$ cat config.mk
export PLATFORM = sky130hd
export DESIGN_NAME = clic_lite_arbiter
export DESIGN_NICKNAME = d
export VERILOG_FILES = /design/src/rtl/clic_lite_arbiter.sv
export SDC_FILE = /design/constraint.sdc
export NUM_CORES = 1
export LEC_CHECK = 0
export ABC_AREA = 1
export CELL_PAD_IN_SITES_DETAIL_PLACEMENT = 0
export CELL_PAD_IN_SITES_GLOBAL_PLACEMENT = 2
export CORE_ASPECT_RATIO = 0.5
export CORE_MARGIN = 3
export CORE_UTILIZATION = 37
export DETAILED_ROUTE_END_ITERATION = 16
export PLACE_DENSITY = 0.87
export SYNTH_ARGS = -nofsm -noshare
export SYNTH_HDL_FRONTEND = slang
export SYNTH_SLANG_ARGS = --single-unit
$ cat constraint.sdc
create_clock -name clk_i -period 30.5 [get_ports clk_i]
set_input_delay 6.1 -clock clk_i [delete_from_list [all_inputs] [get_ports clk_i]]
set_output_delay 6.1 -clock clk_i [all_outputs]
set_load 0.005 [all_outputs]
$ cat src/rtl/clic_lite_arbiter.sv
// Edge-latching interrupt arbiter that offers the highest-level eligible source to the core's CLIC port.
// Optional preemption through the kill handshake is enabled by defining CLIC_LITE_PREEMPT_KILL_EN.
module clic_lite_arbiter #(
    parameter int unsigned NumIrq     = 16,
    parameter int unsigned LevelWidth = 8,
    localparam int unsigned IdWidth   = $clog2(NumIrq)
) (
    input  logic                  clk_i,
    input  logic                  rst_ni,
    input  logic [NumIrq-1:0]     irq_i,
    input  logic                  cfg_we_i,
    input  logic [IdWidth-1:0]    cfg_idx_i,
    input  logic                  cfg_ie_i,
    input  logic [LevelWidth-1:0] cfg_level_i,
    input  logic [1:0]            cfg_priv_i,
    input  logic                  cfg_shv_i,
    input  logic [LevelWidth-1:0] mintthresh_i,
    output logic                  clic_irq_valid_o,
    input  logic                  clic_irq_ready_i,
    output logic [IdWidth-1:0]    clic_irq_id_o,
    output logic [LevelWidth-1:0] clic_irq_level_o,
    output logic [1:0]            clic_irq_priv_o,
    output logic                  clic_irq_shv_o,
    output logic                  clic_kill_req_o,
    input  logic                  clic_kill_ack_i,
    output logic [NumIrq-1:0]     pending_o
);

    // state    | meaning
    // ST_IDLE  | no offer outstanding; registers the arbitration winner when one exists
    // ST_OFFER | offer presented with valid high, waiting for ready
    // ST_KILL  | stale offer withdrawn, kill_req high until the core acknowledges
    typedef enum logic [1:0] {
        ST_IDLE  = 2'd0,
        ST_OFFER = 2'd1,
        ST_KILL  = 2'd2
    } state_e;

    state_e                state_q, state_d;
    logic [NumIrq-1:0]     irq_q, irq_d;
    logic [NumIrq-1:0]     pending_q, pending_d;
    logic [NumIrq-1:0]     cfg_ie_q, cfg_ie_d;
    logic [NumIrq-1:0]     cfg_shv_q, cfg_shv_d;
    logic [LevelWidth-1:0] cfg_level_q [NumIrq];
    logic [LevelWidth-1:0] cfg_level_d [NumIrq];
    logic [1:0]            cfg_priv_q  [NumIrq];
    logic [1:0]            cfg_priv_d  [NumIrq];

    logic                  valid_q, valid_d;
    logic                  kill_req_q, kill_req_d;
    logic [IdWidth-1:0]    offer_id_q, offer_id_d;
    logic [LevelWidth-1:0] offer_level_q, offer_level_d;
    logic [1:0]            offer_priv_q, offer_priv_d;
    logic                  offer_shv_q, offer_shv_d;

    logic [NumIrq-1:0]     eligible;
    logic [NumIrq-1:0]     clr;
    logic                  accept;
    logic                  win_found;
    logic [IdWidth-1:0]    win_id;
    logic [LevelWidth-1:0] win_level;

`ifndef CLIC_LITE_PREEMPT_KILL_EN
    logic                  unused_kill_ack;
    assign unused_kill_ack = clic_kill_ack_i;
`endif

    always_comb begin
        eligible = '0;
        for (int i = 0; i < NumIrq; i++) begin
            eligible[i] = pending_q[i] & cfg_ie_q[i] & (cfg_level_q[i] > mintthresh_i);
        end
    end

    // >= lets a later (higher) index win ties on level.
    always_comb begin
        win_found = 1'b0;
        win_id    = '0;
        win_level = '0;
        for (int i = 0; i < NumIrq; i++) begin
            if (eligible[i] && (!win_found || cfg_level_q[i] >= win_level)) begin
                win_found = 1'b1;
                win_id    = IdWidth'(i);
                win_level = cfg_level_q[i];
            end
        end
    end

    always_comb begin
        cfg_ie_d    = cfg_ie_q;
        cfg_shv_d   = cfg_shv_q;
        cfg_level_d = cfg_level_q;
        cfg_priv_d  = cfg_priv_q;
        if (cfg_we_i) begin
            cfg_ie_d[cfg_idx_i]    = cfg_ie_i;
            cfg_shv_d[cfg_idx_i]   = cfg_shv_i;
            cfg_level_d[cfg_idx_i] = cfg_level_i;
            cfg_priv_d[cfg_idx_i]  = cfg_priv_i;
        end
    end

    always_comb begin
        state_d       = state_q;
        valid_d       = valid_q;
        kill_req_d    = kill_req_q;
        offer_id_d    = offer_id_q;
        offer_level_d = offer_level_q;
        offer_priv_d  = offer_priv_q;
        offer_shv_d   = offer_shv_q;
        accept        = 1'b0;
        case (state_q)
            ST_IDLE: begin
                if (win_found) begin
                    state_d       = ST_OFFER;
                    valid_d       = 1'b1;
                    offer_id_d    = win_id;
                    offer_level_d = win_level;
                    offer_priv_d  = cfg_priv_q[win_id];
                    offer_shv_d   = cfg_shv_q[win_id];
                end
            end
            ST_OFFER: begin
                if (clic_irq_ready_i) begin
                    accept  = 1'b1;
                    valid_d = 1'b0;
                    state_d = ST_IDLE;
                end
`ifdef CLIC_LITE_PREEMPT_KILL_EN
                else if ((win_found && (win_level > offer_level_q)) || !eligible[offer_id_q]) begin
                    valid_d    = 1'b0;
                    kill_req_d = 1'b1;
                    state_d    = ST_KILL;
                end
`endif
            end
            ST_KILL: begin
`ifdef CLIC_LITE_PREEMPT_KILL_EN
                if (clic_kill_ack_i) begin
                    kill_req_d = 1'b0;
                    state_d    = ST_IDLE;
                end
`else
                state_d = ST_IDLE;
`endif
            end
            default: state_d = ST_IDLE;
        endcase
    end

    // A new edge on the same cycle as the accept keeps the source pending.
    always_comb begin
        clr = '0;
        if (accept) begin
            clr[offer_id_q] = 1'b1;
        end
        pending_d = (pending_q & ~clr) | (irq_i & ~irq_q);
        irq_d     = irq_i;
    end

    always_ff @(posedge clk_i or negedge rst_ni) begin
        if (!rst_ni) begin
            state_q       <= ST_IDLE;
            irq_q         <= '0;
            pending_q     <= '0;
            cfg_ie_q      <= '0;
            cfg_shv_q     <= '0;
            for (int i = 0; i < NumIrq; i++) begin
                cfg_level_q[i] <= '0;
                cfg_priv_q[i]  <= 2'b11;
            end
            valid_q       <= 1'b0;
            kill_req_q    <= 1'b0;
            offer_id_q    <= '0;
            offer_level_q <= '0;
            offer_priv_q  <= 2'b11;
            offer_shv_q   <= 1'b0;
        end else begin
            state_q       <= state_d;
            irq_q         <= irq_d;
            pending_q     <= pending_d;
            cfg_ie_q      <= cfg_ie_d;
            cfg_shv_q     <= cfg_shv_d;
            cfg_level_q   <= cfg_level_d;
            cfg_priv_q    <= cfg_priv_d;
            valid_q       <= valid_d;
            kill_req_q    <= kill_req_d;
            offer_id_q    <= offer_id_d;
            offer_level_q <= offer_level_d;
            offer_priv_q  <= offer_priv_d;
            offer_shv_q   <= offer_shv_d;
        end
    end

    assign clic_irq_valid_o = valid_q;
    assign clic_irq_id_o    = offer_id_q;
    assign clic_irq_level_o = offer_level_q;
    assign clic_irq_priv_o  = offer_priv_q;
    assign clic_irq_shv_o   = offer_shv_q;
    assign clic_kill_req_o  = kill_req_q;
    assign pending_o        = pending_q;

endmodule

==> out/metrics.yaml <==
critical_path:
  r2r_cells: 165
  cpLargestDelayFamily: "compound AO/OA/AOI/OAI gates"
  slowest_delay_ns: 0.46
  cp.arrival_ns: 28.83
  crit_path_end_kind: "register"
  cp-start-kind: "input port"
  cp_num_buf_inv: 20
  required_ns: 30.99
  cp_num_cells: 167
  crit_path_top_delay_cell: "clkdlybuf4s50_1"
  crit_type: "in2reg"
  critPathMostFrequentCell: "nand2_1"
  path_max_fanout: 17
power_and_ir_drop:
  ir_drop_mv: 0.06703
  p_leak_nw: 10.10
  power_density_mw_per_mm2: 102.1
yosys:
  yosysSeqAreaShare_pct: 36.32
  syn-cell-area_mm2: 0.01665
  ys_ff_latch: 240
  synth_area_per_cell_um2: 7.873
  async_flop_share_pct: 100.0
  yosysWarnings: 0
  synth_enable_flop_cells: 0
  synthFlopType: "dfrtp_1"
  synthCells: 2115
  syn_nets: 2402
  yosysUniqueCellTypes: 45
placement:
  portBuffers: 75
  gp_congestion: 0.8432
  dpl.hpwl_um: 37610
  place_area_mm2: 0.01908
  place_inst: 2870
clocking:
  cts_tree: "done"
  h-tree-depth: 1
  clkSinkCount: 240
  clk_pin_slew_ns: 0.07
  cts_buffers: 26
  clock_path_buffers: 3
  cts.hold.buffers_added: 0
  clk_latency_ns: 0.57
  clock-root-buffer: "clkbuf_16"
floorplanning:
  core_mm2: 0.04398
  num_io_pins: 78
  fp.dieH_um: 156.0
  die-area_mm2: 0.04774
  rows: 54
  start_util_pct: 37.86
  die_w_um: 306.0
global_routing:
  grt.met3_usage_pct: 2.903
  grt_util_met1_pct: 31.45
  grt.busiest_layer: "met2"
  antenna_found_initial: 1
  gr-usage-met2_pct: 35.67
  grt_pass1_wl_um: 81850
  grt_pass1_vias: 14230
  grt_max_degree: 101
  grt_util_all_layers_pct: 21.94
  overflow: 0
detailed_routing:
  firstDrtPassIters: 5
  drtAntennaViolNets: 0
  drtIter0Drc: 913
  drcViolationCount: 0
  wl_um: 51640
  vias: 14660
  wl_per_cell_um: 17.68
  via_per_inst: 5.020
cells_and_area:
  finalNonFillerCells: 2921
  fin_nets: 2599
  fillers: 4455
  drive_gt1_share_pct: 14.92
  utilization_pct: 45.71
  area_growth_pct: 20.74
  final_area_mm2: 0.02010
sta:
  period_minus_slack_ns: 28.34
  fmax_mhz: 35.28
  slew_violations: 0
  tns_ns: 0
  tightest_slew_ns: 1.133
  finalCritPeriodShare_pct: 92.92
  slew_headroom_pct: 24.22
  setup_viol: 0
  rsz0062_at_grt: "false"
  hold_violations: 0
  fin_skew_ns: 0.02170
outcome:
  outcome: "complete, no violations"
run:
  maxCapViolCount: 0
worst_hold_path:
  worstHoldPathType: "reg2reg"
  whs_path_depth: 1
-- metal layers --
metal / vias up / part of all wire, % / routed length (µm)
met5: - / 0 / 0
met2: 228 / 44 / 22710
met3: 53 / 3.9 / 2029
met1: 6855 / 50 / 25820
li1: 7526 / - / -
met4: 0 / 2.1 / 1070
-- metrics by stage --
step	setup slack, ns	hold WS [ns]	power [mW]
2_1_floorplan	2.045	0.3996	1.195
3_3_place_gp	0.5368	0.4034	1.685
3_5_place_dp	0.4573	0.4063	1.701
4_1_cts	0.8287	0.4147	2.044
5_1_grt	0.01118	0.4373	2.277
6_report	2.159	0.4109	2.053
-- registers in the layout (all words and copies together) (netlist names) --
name              flops
irq_q                16
cfg_priv_q           32
cfg_level_q         128
clic_irq_valid_o      1
clic_irq_level_o      8
clic_irq_id_o         4
pending_o            16
cfg_shv_q            16
clic_irq_shv_o        1
cfg_ie_q             16
clic_irq_priv_o       2
-- final timing paths --
| path | from | slack (ns) | to |
|---|---|---|---|
| setup / recovery | mintthresh_i[7] | 2.16 | clic_irq_priv_o[1] |
| hold / removal | irq_q[8] | 0.41 | pending_o[8] |
| setup reg to reg | cfg_level_q[127] | 7.88 | clic_irq_priv_o[1] |
| hold reg to reg | irq_q[8] | 0.41 | pending_o[8] |
| max in group asynchronous | rst_ni | 22.53 | cfg_level_q[37] |
| min in group asynchronous | rst_ni | 5.59 | cfg_level_q[104] |
-- cell usage in the layout, fill, tap and decap left out, drive strengths merged, types with 74 or more instances in the layout --
cell,netlist,final
inv,214,216
ha,242,242
o21ai,349,349
buf,24,170
clkdlybuf4s50,0,74
nand3,107,107
dfrtp,206,206
nand2,568,568
nor2,91,91
a21oi,126,126
-- Yosys cell counts (4+ instances only) --
cell | number | area, µm²
a21oi_1 | 123 | 615.6
a221oi_1 | 5 | 43.79
buf_2 | 6 | 30.03
buf_4 | 9 | 67.56
buf_6 | 6 | 67.56
clkbuf_1 | 51 | 191.4
dfrtp_1 | 206 | 5155
dfstp_2 | 34 | 893.4
ha_1 | 242 | 3028
inv_1 | 204 | 765.7
inv_2 | 10 | 37.54
nand2_1 | 534 | 2004
nand2_2 | 22 | 137.6
nand2_4 | 12 | 135.1
nand3_1 | 95 | 475.5
nand3_2 | 10 | 100.1
nand3b_1 | 4 | 30.03
nand4_1 | 14 | 87.58
nor2_1 | 86 | 322.8
nor3_1 | 21 | 105.1
o211ai_1 | 12 | 90.09
o21a_1 | 18 | 135.1
o21ai_0 | 320 | 1602
o21ai_1 | 26 | 130.1
o21bai_1 | 6 | 45.04
-- report_power, final --
| group | switching (mW) | internal [mW] | leakage [nW] | total [mW] |
|---|---|---|---|---|
| Combinational | 0.683 | 0.580 | 6.85 | 1.26 |
| Clock | 0.149 | 0.181 | 0.409 | 0.330 |
| Sequential | 0.0641 | 0.396 | 2.84 | 0.460 |
| Total | 0.896 | 1.16 | 10.1 | 2.05 |
-- layout make-up --
| type | instances | area (µm²) | area share (%) |
|---|---|---|---|
| tap | 588 | 735.7 | 3.659 |
| inverter | 215 | 809.5 | 4.027 |
| antenna | 1 | 2.502 | 0.01245 |
| clock inverter | 15 | 128.9 | 0.6410 |
| sequential | 240 | 6048 | 30.08 |
| timing repair buffer | 244 | 2102 | 10.46 |
| clock buffer | 33 | 738.2 | 3.672 |
| multi-input combinational | 1585 | 9539 | 47.45 |
-- timing repair --
action,CTS,global route
setup endpoints to repair,0,15
buffers inserted,0,2
resized for setup,0,82
-- logic make-up (layout without fill, tap and decap cells) --
logic type	after synthesis	in the layout	share of synthesized area (%)
buffers and inverters	290	507	7.191
adder cells (fa/ha/maj)	242	242	18.18
AND/OR/NAND/NOR	808	808	21.02
flip-flops	240	240	36.32
AO/OA/AOI/OAI	534	534	17.25
other	1	2	0.02252
(Power assumes the default switching activity.)
